===== config.mk =====
export PLATFORM = sky130hd
export DESIGN_NAME = add_arbiter
export DESIGN_NICKNAME = d
export VERILOG_FILES = /design/src/rtl/add_arb_pkg.sv /design/src/rtl/add16_unit.sv /design/src/rtl/add_arbiter.sv
export SDC_FILE = /design/constraint.sdc
export NUM_CORES = 1
export LEC_CHECK = 0
export BUFFER_PORTS_ARGS = -buffer_cell sky130_fd_sc_hd__buf_2
export CORE_MARGIN = 2
export CORE_UTILIZATION = 35
export DETAILED_ROUTE_END_ITERATION = 16
export PLACE_DENSITY = 0.71
export SYNTH_ARGS = -nofsm -noshare
export SYNTH_HDL_FRONTEND = slang
export SYNTH_HIERARCHICAL = 1
export SYNTH_SLANG_ARGS = --single-unit

===== constraint.sdc =====
create_clock -name count -period 11.7 [get_ports count]
set_clock_uncertainty 0.05 [all_clocks]
set_input_delay 0.585 -clock count [delete_from_list [all_inputs] [get_ports count]]
set_output_delay 0.585 -clock count [all_outputs]
set_load 0.1 [all_outputs]

===== src/rtl/add_arb_pkg.sv =====
// add_arb_pkg: shared FSM state type and operand/result widths for add_arbiter
package add_arb_pkg;
    localparam int OPW = 16;
    localparam int RESW = 32;
    typedef enum logic [1:0] {IDLE, CALC, DONE} state_t;
endpackage


===== src/rtl/add16_unit.sv =====
// add16_unit: combinational ripple-carry adder; ports a, b (OPW) -> sum (OPW), carry
module add16_unit import add_arb_pkg::*; (
    input  logic [OPW-1:0] a,
    input  logic [OPW-1:0] b,
    output logic [OPW-1:0] sum,
    output logic           carry
);
    logic [OPW:0] c;
    assign c[0] = 1'b0;
    for (genvar i = 0; i < OPW; i++) begin : g_bit
        assign sum[i]   = a[i] ^ b[i] ^ c[i];
        assign c[i+1]   = (a[i] & b[i]) | (c[i] & (a[i] ^ b[i]));
    end
    assign carry = c[OPW];
endmodule


===== src/rtl/add_arbiter.sv =====
// add_arbiter: two-requester arbitrated 16-bit adder (RR_EN round-robin/fixed); clock count, async rst; req0/req1 valid/a/b/ready in, res valid/ready/sum/id out, busy; optional grant_cnt0/1 under ADD_ARBITER_STATS_EN
module add_arbiter import add_arb_pkg::*; #(
    parameter int RR_EN = 1
) (
    input  logic            count,
    input  logic            rst,
    input  logic            req0_valid,
    input  logic [OPW-1:0]  req0_a,
    input  logic [OPW-1:0]  req0_b,
    output logic            req0_ready,
    input  logic            req1_valid,
    input  logic [OPW-1:0]  req1_a,
    input  logic [OPW-1:0]  req1_b,
    output logic            req1_ready,
    output logic            res_valid,
    input  logic            res_ready,
    output logic [RESW-1:0] res_sum,
    output logic            res_id,
    output logic            busy
`ifdef ADD_ARBITER_STATS_EN
    ,
    output logic [15:0]     grant_cnt0,
    output logic [15:0]     grant_cnt1
`endif
);
    state_t         state;
    logic           prio;
    logic           id_q;
    logic           gnt1;
    logic           co;
    logic [OPW-1:0] a_q;
    logic [OPW-1:0] b_q;
    logic [OPW-1:0] s;
    // prio=1 means requester 1 wins a tie; it only ever gets set in round-robin mode
    assign gnt1       = req1_valid & (~req0_valid | prio);
    assign req0_ready = ~rst & (state == IDLE) & req0_valid & ~gnt1;
    assign req1_ready = ~rst & (state == IDLE) & gnt1;
    add16_unit u_add (.a(a_q), .b(b_q), .sum(s), .carry(co));
    always_ff @(posedge count or posedge rst) begin
        if (rst) begin
            state     <= IDLE;
            prio      <= 1'b0;
            id_q      <= 1'b0;
            a_q       <= '0;
            b_q       <= '0;
            res_valid <= 1'b0;
            res_sum   <= '0;
            res_id    <= 1'b0;
            busy      <= 1'b0;
        end else begin
            case (state)
                IDLE: if (req0_valid | req1_valid) begin
                    a_q   <= gnt1 ? req1_a : req0_a;
                    b_q   <= gnt1 ? req1_b : req0_b;
                    id_q  <= gnt1;
                    prio  <= (RR_EN != 0) & ~gnt1;
                    busy  <= 1'b1;
                    state <= CALC;
                end
                CALC: begin
                    res_sum   <= {{(RESW-OPW-1){1'b0}}, co, s};
                    res_id    <= id_q;
                    res_valid <= 1'b1;
                    state     <= DONE;
                end
                DONE: if (res_ready) begin
                    res_valid <= 1'b0;
                    busy      <= 1'b0;
                    state     <= IDLE;
                end
                default: state <= IDLE;
            endcase
        end
    end
`ifdef ADD_ARBITER_STATS_EN
    always_ff @(posedge count or posedge rst) begin
        if (rst) begin
            grant_cnt0 <= '0;
            grant_cnt1 <= '0;
        end else begin
            grant_cnt0 <= grant_cnt0 + 16'(req0_ready);
            grant_cnt1 <= grant_cnt1 + 16'(req1_ready);
        end
    end
`endif
endmodule

==> results_dict.tcl <==
set metrics [dict create \
    max_stage_delay_ps 410 \
    cts_made_buffers 5 \
    clk_latency_ps 300 \
    root_buffer "clkbuf_8" \
    initial_core_util 0.359 \
    final_nets 390 \
    path_clk_slew_ps 100 \
    cts_resized 0 \
    ff2ff_path_depth 21 \
    overflow 0 \
    path_cells "ha_1, inv_1, fa_1, inv_1, fa_1, fa_1, fa_1, fa_1, fa_1, fa_1, fa_1, fa_1, fa_1, fa_1, fa_1, fa_1, fa_1, inv_1, fa_1, inv_1, mux2_2" \
    drv_cap 0 \
    status "completed" \
    min_path_type "in -> async" \
    startpoint_type "register" \
    layout-drive-gt1-share 0.392 \
    finalSetupViolCount 0 \
    yosysSeqAreaShare 0.480 \
    insertedDiodeCount 0 \
    wl_per_cell_um 14.9 \
    die_x_um 95.4 \
    row_count 33 \
    area_growth_pct 17.4 \
    worstPathArrival_ps 6910 \
    coreArea_mm2 0.00813 \
    maxSlewHeadroom 0.203 \
    place.gp.congestion 0.741 \
    ctsHoldBuffers 0 \
    num_vias 2007 \
    syn_area_mm2 0.00292 \
    antenna_found_initial 0 \
    crit_top_cell "fa_1" \
    min_period_over_period 0.574 \
    worst_pin_slew_ps 1200 \
    netlist_instances 223 \
    ys_ff_latch 56 \
    grt_start_max_net_pins 57 \
    clockBufferDepth 2 \
    slowest_stage "fa_1" \
    synth.avg_cell_area_um2 13.1 \
    max_freq_mhz 149 \
    final-instance-count-excl-fill 411 \
    via_per_inst 4.88 \
    ys_warn_count 6 \
    drc 0 \
    slew_violations 0 \
    cts.sink_count 56 \
    ant_nets 0 \
    io_pins 106 \
    dieArea_mm2 0.00909 \
    fin_setup_tns_ps 0 \
    ff2ff_setup_slack_ps 4980 \
    grt_pass1_vias 2082 \
    cp-end-kind "register" \
    grt_pass1_wl_um 9890 \
    hold_viol_final 0 \
    rsz0062_at_grt "false" \
    dpl.cell_count 403 \
    cp.required_ps 11900 \
    cts_setup_buffers 0 \
    critPathMaxFanout 2 \
    die_h_um 95.4 \
    pre_cts_ws_ps 4960 \
    first_pass_iters 4 \
    cts_tree "done" \
    ctsHtreeMaxLevel 2 \
    timing.rr.end "res_sum[15]" \
    setup_slack_ps 4980 \
    grt.total_usage 0.142 \
    yosysUniqueCellTypes 30 \
    reg2reg_from "a_q[0]" \
    drt-total-wl_um 6110 \
    fin_crit_ps 6720 \
    drtIter0Drc 86 \
    dpl.hpwl_um 4420 \
    worstSetupPathType "reg -> reg" \
    io_buffers 90 \
]
-- layout make-up --
| type | count | area, um2 |
|---|---|---|
| multi-input cells | 137 | 1270 |
| repair buffers | 93 | 473 |
| inverters | 12 | 45.0 |
| flip-flops and latches | 56 | 1400 |
| fillers | 757 | 4700 |
| clock inverters | 2 | 35.0 |
| clock buffers | 6 | 72.6 |
| well taps | 105 | 131 |
-- per-stage QoR --
step	cell area (um2)	util	hold slack, ps
detailed placement	3320	0.409	423
global placement	3320	0.409	415
global route	3430	0.422	438
floorplan	2970	-	418
finish	3430	0.422	413
CTS	3430	0.422	442
-- synth_stat cells --
| library cell | number | share of area |
|---|---|---|
| nand2b_1 | 1 | 0.0021 |
| ha_1 | 1 | 0.0043 |
| o21a_2 | 3 | 0.0090 |
| buf_6 | 5 | 0.019 |
| nand3b_1 | 1 | 0.0026 |
| conb_1 | 1 | 0.0013 |
| buf_8 | 3 | 0.015 |
| fa_1 | 15 | 0.10 |
| and3_1 | 1 | 0.0021 |
| or2_2 | 1 | 0.0021 |
| o21ai_0 | 2 | 0.0034 |
| dfrtp_1 | 56 | 0.48 |
| o21a_1 | 29 | 0.075 |
| inv_1 | 12 | 0.015 |
| nand3_1 | 2 | 0.0034 |
| mux2_2 | 11 | 0.042 |
| buf_4 | 16 | 0.041 |
| nor2_2 | 1 | 0.0021 |
| or2_1 | 1 | 0.0021 |
| nor2_1 | 4 | 0.0051 |
| mux2_1 | 7 | 0.027 |
| a221o_1 | 32 | 0.11 |
| buf_2 | 7 | 0.012 |
| a21o_1 | 1 | 0.0026 |
| clkbuf_1 | 1 | 0.0013 |
| and3_4 | 1 | 0.0039 |
| nor2b_1 | 1 | 0.0021 |
| nand2_1 | 4 | 0.0051 |
| nor3b_1 | 1 | 0.0026 |
| a21oi_1 | 2 | 0.0034 |
-- per-layer routing --
layer | global-route usage | part of all wire
met5 | 0 | 0
met4 | 0.0350 | 0.011
met3 | 0.0340 | 0.073
met2 | 0.245 | 0.48
met1 | 0.181 | 0.43
-- cell families after synthesis --
kind of cell / Yosys count / share of synthesized area
compound gates: 69 / 0.203
flops: 56 / 0.480
buf+inv: 44 / 0.104
simple gates: 19 / 0.0356
mux: 18 / 0.0694
fa+ha+maj: 16 / 0.107
other cells: 1 / 0.00128
-- worst max-delay path: cells and delay by family (launching register included) --
kind / cells / cell delay (ps)
buffers and inverters: 4 / 250
adder cells (fa/ha/maj): 16 / 5860
flip-flops: 1 / 400
multiplexers: 1 / 130
-- layout by cell type, fill, tap and decap left out --
| cell type | count |
|---|---|
| buf_2 | 90 |
| dfrtp_1 | 56 |
| a221o_1 | 32 |
| o21a_1 | 29 |
| conb_1 | 15 |
| fa_1 | 15 |
| mux2_2 | 11 |
| inv_1 | 11 |
| mux2_1 | 7 |
| clkbuf_8 | 5 |
| nand2_1 | 4 |
| nor2_1 | 3 |
| o21a_2 | 3 |
| buf_4 | 3 |
| nor2_2 | 2 |
| nand3_1 | 2 |
| o21ai_0 | 2 |
| a21oi_1 | 2 |
| nand2b_1 | 1 |
| and3_4 | 1 |
| and3_1 | 1 |
| or2_1 | 1 |
| nor2b_2 | 1 |
| inv_2 | 1 |
| nor3b_1 | 1 |
| or2_2 | 1 |
| nand3b_1 | 1 |
| a21o_1 | 1 |
| bufinv_16 | 1 |
| clkbuf_1 | 1 |
| clkinv_2 | 1 |
| ha_1 | 1 |
-- worst max-delay path by stage --
stage,cells after the start,start,end
6_report,21,a_q[0],res_sum[15]
5_1_grt,21,a_q[0],res_sum[15]
4_1_cts,21,a_q[0],res_sum[15]
3_5_place_dp,21,a_q[0],res_sum[15]
3_3_place_gp,21,a_q[0],res_sum[15]
2_1_floorplan,21,a_q[0],res_sum[15]
-- registers in the layout, summed over array words and instances (netlist names), 2 cells and up --
register	count
res_sum	17
state	2
a_q	16
b_q	16
Power is not shown: default switching activity piles up to over one toggle a cycle in this logic, so the estimate is an artifact.
